File: config.mk
export PLATFORM = sky130hd
export DESIGN_NAME = manager_rx_fsm
export DESIGN_NICKNAME = d
export VERILOG_FILES = /design/src/rtl/manager_rx_fsm.sv
export SDC_FILE = /design/constraint.sdc
export NUM_CORES = 1
export LEC_CHECK = 0
export CORE_MARGIN = 4
export CORE_UTILIZATION = 55
export DETAILED_ROUTE_END_ITERATION = 16
export PLACE_DENSITY = 0.79
export SLEW_MARGIN = 20
export SYNTH_ARGS = -nofsm -noshare
export SYNTH_HDL_FRONTEND = slang
export SYNTH_SLANG_ARGS = --single-unit
File: constraint.sdc
create_clock -name CLK_50MHZ -period 5.1 [get_ports CLK_50MHZ]
set_clock_uncertainty 0.2 [all_clocks]
set_input_delay 0.51 -clock CLK_50MHZ [delete_from_list [all_inputs] [get_ports CLK_50MHZ]]
set_output_delay 0.51 -clock CLK_50MHZ [all_outputs]
set_load 0.03 [all_outputs]
File: src/rtl/manager_rx_fsm.sv
// Receive-side frame manager: assembles SYNC/ADDR/DATA byte frames from the
// RS232 receiver, delivers address/data pairs and drops stalled partial frames.
module manager_rx_fsm #(
  parameter logic [7:0] SYNC_BYTE      = 8'hA5,
  parameter int         TIMEOUT_CYCLES = 50000,
  parameter int         CNT_W          = 16
) (
  input  logic       CLK_50MHZ,
  input  logic       RST,
  input  logic [7:0] RS_DATAOUT,
  input  logic       RS_TRG_READ,
  output logic [7:0] addr_rx,
  output logic [7:0] data_rx,
  output logic       rx_valid,
  output logic       rx_error,
  output logic       rx_busy,
  output logic [7:0] frame_cnt
);

  typedef enum logic [1:0] {
    IDLE      = 2'd0,
    WAIT_SYNC = 2'd1,
    WAIT_ADDR = 2'd2,
    WAIT_DATA = 2'd3
  } state_t;

  localparam logic [CNT_W-1:0] CNT_LAST = CNT_W'(TIMEOUT_CYCLES - 1);

  state_t           state_q, state_d;
  logic [CNT_W-1:0] cnt_q, cnt_d;
  logic [7:0]       shadow_q, shadow_d;
  logic [7:0]       addr_q, addr_d;
  logic [7:0]       data_q, data_d;
  logic             valid_q, valid_d;
  logic             error_q, error_d;
  logic [7:0]       fcnt_q, fcnt_d;

  // NOTE: state registers use non-blocking assignments so every flop samples
  // the pre-edge values computed by the combinational block.
  always_ff @(posedge CLK_50MHZ) begin
    if (RST) begin
      state_q  <= IDLE;
      cnt_q    <= '0;
      shadow_q <= '0;
      addr_q   <= '0;
      data_q   <= '0;
      valid_q  <= 1'b0;
      error_q  <= 1'b0;
      fcnt_q   <= '0;
    end else begin
      state_q  <= state_d;
      cnt_q    <= cnt_d;
      shadow_q <= shadow_d;
      addr_q   <= addr_d;
      data_q   <= data_d;
      valid_q  <= valid_d;
      error_q  <= error_d;
      fcnt_q   <= fcnt_d;
    end
  end

  // NOTE: every signal gets a default before the case so no path leaves one
  // unassigned, which would otherwise infer a latch.
  always_comb begin
    state_d  = state_q;
    cnt_d    = cnt_q;
    shadow_d = shadow_q;
    addr_d   = addr_q;
    data_d   = data_q;
    valid_d  = 1'b0;
    error_d  = 1'b0;
    fcnt_d   = fcnt_q;

    unique case (state_q)
      IDLE: state_d = WAIT_SYNC;

      WAIT_SYNC: begin
        if (RS_TRG_READ && (RS_DATAOUT == SYNC_BYTE)) begin
          state_d = WAIT_ADDR;
          cnt_d   = '0;
        end
      end

      WAIT_ADDR: begin
        if (RS_TRG_READ) begin
          shadow_d = RS_DATAOUT;
          cnt_d    = '0;
          state_d  = WAIT_DATA;
        end else if (cnt_q == CNT_LAST) begin
          error_d = 1'b1;
          cnt_d   = '0;
          state_d = WAIT_SYNC;
        end else begin
          cnt_d = cnt_q + 1'b1;
        end
      end

      WAIT_DATA: begin
        // A strobe on the timeout edge still wins and completes the frame.
        if (RS_TRG_READ) begin
          addr_d  = shadow_q;
          data_d  = RS_DATAOUT;
          valid_d = 1'b1;
          fcnt_d  = fcnt_q + 8'd1;
          cnt_d   = '0;
          state_d = WAIT_SYNC;
        end else if (cnt_q == CNT_LAST) begin
          error_d = 1'b1;
          cnt_d   = '0;
          state_d = WAIT_SYNC;
        end else begin
          cnt_d = cnt_q + 1'b1;
        end
      end

      default: state_d = IDLE;
    endcase
  end

  assign addr_rx   = addr_q;
  assign data_rx   = data_q;
  assign rx_valid  = valid_q;
  assign rx_error  = error_q;
  assign frame_cnt = fcnt_q;
  assign rx_busy   = (state_q == WAIT_ADDR) || (state_q == WAIT_DATA);

endmodule

==> summary.txt, run 1 <==
final WL - 4890 µm
Seq cells post-synth - 52
PostCTS Resize Cnt - 0
Async SR Flop Fraction - 0%
total track usage - 19.5%
vias in the first global route - 1854
Synth top area share - 46.2%
Rel. slew slack - 44.3%
port bufs - 37
Boundary Pins - 38
R2R Setup Slk - 2.58 ns
Clock Pin Slew Worst Setup and Hold Paths - 0.09 ns
critical path launch point type - primary input
Max H-tree Level - 2
Synth cell types - 43
Post-DP HPWL - 3430 µm
clock root buffer - clkbuf_8
largest net degree at the start of global routing - 41
final core utilization - 69.3%
syn nets - 275
GP Congestion - 0.853
first-pass GRT wire length - 8250 µm
Crit. End Element - flip-flop
maximum root-to-sink buffer count - 2
CTS tree - done
minimum clock period - 2.61 ns
Worst-Skew Late Latency - 0.29 ns
maximum vdd drop - 0.253 mV
share of cells above drive strength 1 - 4.76%
Tightest Hold Check Type - flip-flop to flip-flop
synthesized area - 2250 µm²
CTS Buf Count - 5
static leakage - 0.961 nW
core area - 3970 µm²
arrival time worst endpoint - 2.60 ns
Post-CTS Setup Bufs - 0
Mapped Cells - 262
initial core utilization - 56.8%
Main synth FF type - dfxtp_1
ant diodes - 0
Cell Rows - 23
Synth warnings - 0
most frequent cells in the layout - nand2_1, dfxtp_1, clkdlybuf4s50_1
CTS sink count - 52
Die ar. - 5190 µm²
Tot Pwr - 0.700 mW
fmax - 383 MHz
final antenna-violating net count - 0
number of synthesized flops with an enable pin - 0
routed via count - 1982
DRC - 0
Iteration-0 DRC Markers - 140
area growth from synthesis to layout - 22.0%
Mean Syn Cell Area - 8.61 µm²
status - finished clean
Max Slew Vio Count - 0
Tcrit/Tclk final - 51.2%
first-pass iteration count of the detailed router - 4
initial antenna violation count - 0
post-DR vias/cell - 5.76
max_cap viols - 0
worst slew pin tran - 0.833 ns
Worst Path Max Fanout - 14
CP Class - primary input to flip-flop
Die Y - 72.0 µm
largest area contributor in the netlist - dfxtp_1
TNS Setup - 0 ns
RSZ-0062 raised after global routing - false
total grt overflow - 0
PD cells - 254 nW/µm²
setup violators final - 0
Hold Buf Count CTS - 0
required time of the critical path - 5.09 ns
final hold vios - 0
sequential area share after synthesis - 46.2%
top post-synthesis cells by area - dfxtp_1, nand2_1, mux2i_1, a21oi_1, nand4_1
WL/cell - 14.2 µm
chip width - 72.0 µm
nets - 306
[cell usage after synthesis, types with 3 or more instances]
master,number
a21oi_1,21
a31oi_1,9
and3_1,8
buf_1,3
clkbuf_1,10
dfxtp_1,52
inv_1,3
mux2i_1,11
nand2_1,52
nand3_1,7
nand3b_1,4
nand4_1,12
nor2_1,16
o21ai_0,5
xnor2_1,4
xor2_1,5
[area by class of cell]
class                      instances  area [µm²]
clock buffer                       6        72.6
timing repair buffer              39         385
tap                               50        62.6
sequential                        52        1040
multi-input combinational        192        1140
clock inverter                     2        35.0
fill                             351        1220
inverter                           3        11.3
[report_power, final]
group	internal (mW)	switching [mW]	total (mW)
Combinational	0.0106	0.0124	0.0231
Clock	0.146	0.125	0.271
Sequential	0.406	0.000575	0.407
[registers in the layout, indices dropped and copies added (netlist names)]
signal     count
addr_rx        8
cnt_q         16
data_rx        8
frame_cnt      8
rx_error       1
rx_valid       1
shadow_q       8
state_q        2
[worst paths after layout]
| kind | from | end | depth (start not counted) |
|---|---|---|---|
| worst max-delay path | RS_TRG_READ | cnt_q[2] | 5 |
| worst min-delay path | shadow_q[6] | addr_rx[6] | 2 |
| worst max register to register | cnt_q[0] | cnt_q[2] | 5 |
| worst min register to register | shadow_q[6] | addr_rx[6] | 2 |
[kinds of logic after synthesis]
logic type | after synthesis | share of synthesized area [%]
AND/OR/NAND/NOR | 122 | 28.0
flip-flops | 52 | 46.2
AO/OA/AOI/OAI | 48 | 13.3
buffers and inverters | 18 | 3.11
multiplexers | 11 | 4.88
XOR/XNOR | 9 | 3.50
adder cells (fa/ha/maj) | 2 | 1.11
[stage by stage]
stage	hold slack (ns)	std cells	setup slack (ns)	area (µm²)
5_1_grt	0.282	344	2.33	2750
6_report	0.261	344	2.49	2750
3_3_place_gp	0.240	336	2.35	2640
3_5_place_dp	0.247	336	2.24	2640
4_1_cts	0.261	344	2.55	2750
2_1_floorplan	0.232	262	3.07	2250
[worst max-delay path: stages]
cell             delay, ns
clkdlybuf4s50_1       0.47
nor2b_1               0.40
and2_0                0.64
nand2_1               0.26
o311ai_0              0.32
[layer usage]
layer	track usage (%)	part of all wire [%]	routed length, µm
met1	27.3	47	2290
met2	31.5	48	2330
met3	3.19	5.0	245
met4	5.01	0.63	31
met5	0	0	0
Note: power is estimated with default switching activity, not from simulation.
==> run 2, diff against run 1 <==
CORE_UTILIZATION = 47   (was 55)
PLACE_DENSITY = 0.72   (was 0.79)
clock period = 2.4 ns   (was 5.1 ns; I/O delays follow)
==> summary.txt, run 2 (same netlist as run 1, synthesis figures left out) <==
status - finished clean (unchanged)
GP Congestion - 0.791 (was 0.853)
Clock Pin Slew Worst Setup and Hold Paths - 0.09 ns (about the same)
Crit. End Element - flip-flop (unchanged)
fmax - 479 MHz
routed via count - 2020 (was 1982)
share of cells above drive strength 1 - 7.28% (was 4.76%)
Post-CTS Setup Bufs - 0 (unchanged)
maximum root-to-sink buffer count - 2 (unchanged)
RSZ-0062 raised after global routing - false (unchanged)
Cell Rows - 24 (was 23)
most flop-heavy register - cnt_q (unchanged)
area of the multi-input gates - 1140 µm² (unchanged)
Die Y - 77.3 µm (was 72.0 µm)
total track usage - 17.8% (was 19.5%)
final antenna-violating net count - 0 (unchanged)
required time of the critical path - 2.42 ns (was 5.09 ns)
arrival time worst endpoint - 2.11 ns (was 2.60 ns)
Max Slew Vio Count - 0 (unchanged)
Die ar. - 5970 µm² (was 5190 µm²)
clock power share - 35.8% (was 38.6%)
port bufs - 37 (unchanged)
area growth from synthesis to layout - 24.2% (was 22.0%)
most frequent cells in the layout - nand2_1, dfxtp_1, clkdlybuf4s50_1 (unchanged)
Comb pwr share - 3.5% (was 3.3%)
grt met2 use - 28.2% (was 31.5%)
global routing usage on met1 - 24.5% (was 27.3%)
final core utilization - 62.2% (was 69.3%)
core area - 4500 µm² (was 3970 µm²)
Tcrit/Tclk final - 87.1%
first-pass GRT wire length - 8900 µm (was 8250 µm)
Sw Ratio - 21.3% (was 19.7%)
Power Internal - 1.12 mW (was 0.562 mW)
CP Class - primary input to flip-flop (unchanged)
Cell Chain, Critical Path - clkdlybuf4s50_1 -> nor4b_4 -> a41oi_2 -> or4_1 -> a211oi_1 (was clkdlybuf4s50_1 -> nor2b_1 -> and2_0 -> nand2_1 -> o311ai_0)
Post-DP HPWL - 3640 µm (was 3430 µm)
final WL - 4970 µm (was 4890 µm)
static leakage - 0.989 nW (was 0.961 nW)
DRC - 0 (unchanged)
PD cells - 509 nW/µm² (was 254 nW/µm²)
vias in the first global route - 1925 (was 1854)
maximum vdd drop - 0.249 mV (was 0.253 mV)
setup violators final - 0 (unchanged)
PostCTS Resize Cnt - 0 (unchanged)
post-route cell area - 2800 µm² (was 2750 µm²)
Iteration-0 DRC Markers - 149 (was 140)
nets - 314 (was 306)
first-pass iteration count of the detailed router - 4 (unchanged)
initial core utilization - 50.1% (was 56.8%)
clock root buffer - clkbuf_8 (unchanged)
critical path launch point type - primary input (unchanged)
Switch Pwr - 0.303 mW (was 0.138 mW)
CTS tree - done (unchanged)
Max H-tree Level - 2 (unchanged)
Max stage delay cell, worst path - or4_1 (was and2_0)
chip width - 77.3 µm (was 72.0 µm)
Worst-Skew Late Latency - 0.30 ns (was 0.29 ns)
CTS Buf Count - 5 (unchanged)
number of flip-flops in the largest register - 16 (unchanged)
slowest cell delay on critical path - 0.53 ns (was 0.64 ns)
most used routing layer - met2 (unchanged)
largest net degree at the start of global routing - 27 (was 41)
post-place instance area - 2710 µm² (was 2640 µm²)
CTS sink count - 52 (unchanged)
ant diodes - 0 (unchanged)
post-DR vias/cell - 5.71 (was 5.76)
Hold Buf Count CTS - 0 (unchanged)
max_cap viols - 0 (unchanged)
worst path bufs/invs - 1 (unchanged)
final hold vios - 0 (unchanged)
grt met3 use - 4.92% (was 3.19%)
Worst Path Max Fanout - 5 (was 14)
Tightest Hold Check Type - flip-flop to flip-flop (unchanged)
initial antenna violation count - 0 (unchanged)
TNS Setup - 0 ns (unchanged)
worst slew pin tran - 0.581 ns (was 0.833 ns)
Fill cells - 416 (was 351)
total grt overflow - 0 (unchanged)
Boundary Pins - 38 (unchanged)
Register Area - 1040 µm² (unchanged)
WL/cell - 14.0 µm (was 14.2 µm)
minimum clock period - 2.09 ns
Reg power frac - 60.7% (was 58.1%)
Rel. slew slack - 61.1% (was 44.3%)
crit-path leading delay family - simple AND/OR/NAND/NOR gates (unchanged)
run 2: cell count changes in the layout (fill, tap and decap cells not counted):
cell / delta
buf_4: +8
bufinv_16: -1
clkbuf_8: +1
clkinv_2: -1
clkinvlp_4: +1
run 2: metal layers:
layer / vias to the layer above / wire length, µm
li1: 1006 / -
met1: 958 / 2400
met2: 51 / 2290
met3: 5 / 250
met4: 0 / 34
met5: - / 0
run 2: power by group through the flow:
stage	Clock [mW]	Combinational [mW]	Sequential (mW)
floorplan	0	0.0195	0.884
global placement	0	0.0489	0.884
detailed placement	0	0.0500	0.884
CTS	0.528	0.0500	0.864
global route	0.569	0.0532	0.865
finish	0.511	0.0498	0.864
run 2: path summary, 6_finish.rpt:
| check | start | end | slack, ns | cells after the start |
|---|---|---|---|---|
| max | RS_DATAOUT[3] | cnt_q[15] | 0.31 | 5 |
| min | addr_rx[3] | addr_rx[3] | 0.26 | 2 |
| max reg2reg | cnt_q[1] | cnt_q[14] | 0.35 | 5 |
| min reg2reg | addr_rx[3] | addr_rx[3] | 0.26 | 2 |
run 2: area by class of cell:
type	count	area share [%]
Inverter	3	0.402
Clock buffer	7	3.08
Clock inverter	1	0.268
Multi-Input combinational cell	192	40.8
Timing Repair Buffer	47	15.9
Sequential cell	52	37.2
Tap cell	52	2.32
run 2: per-stage QoR:
stage	power, mW	setup WS (ns)	hold slack [ns]	std cells
after detailed placement	0.934	-0.0225	0.249	346
final	1.42	0.311	0.256	354
after global placement	0.933	0.0513	0.240	346
after CTS	1.44	0.319	0.261	354
after floorplan	0.903	0.537	0.176	262
after global routing	1.49	0.168	0.285	354
run 2: tightest hold or removal path, cell delays in order (launching register included):
cell,delay (ns)
dfxtp_1,0.32
nand2_1,0.05
a21oi_1,0.05
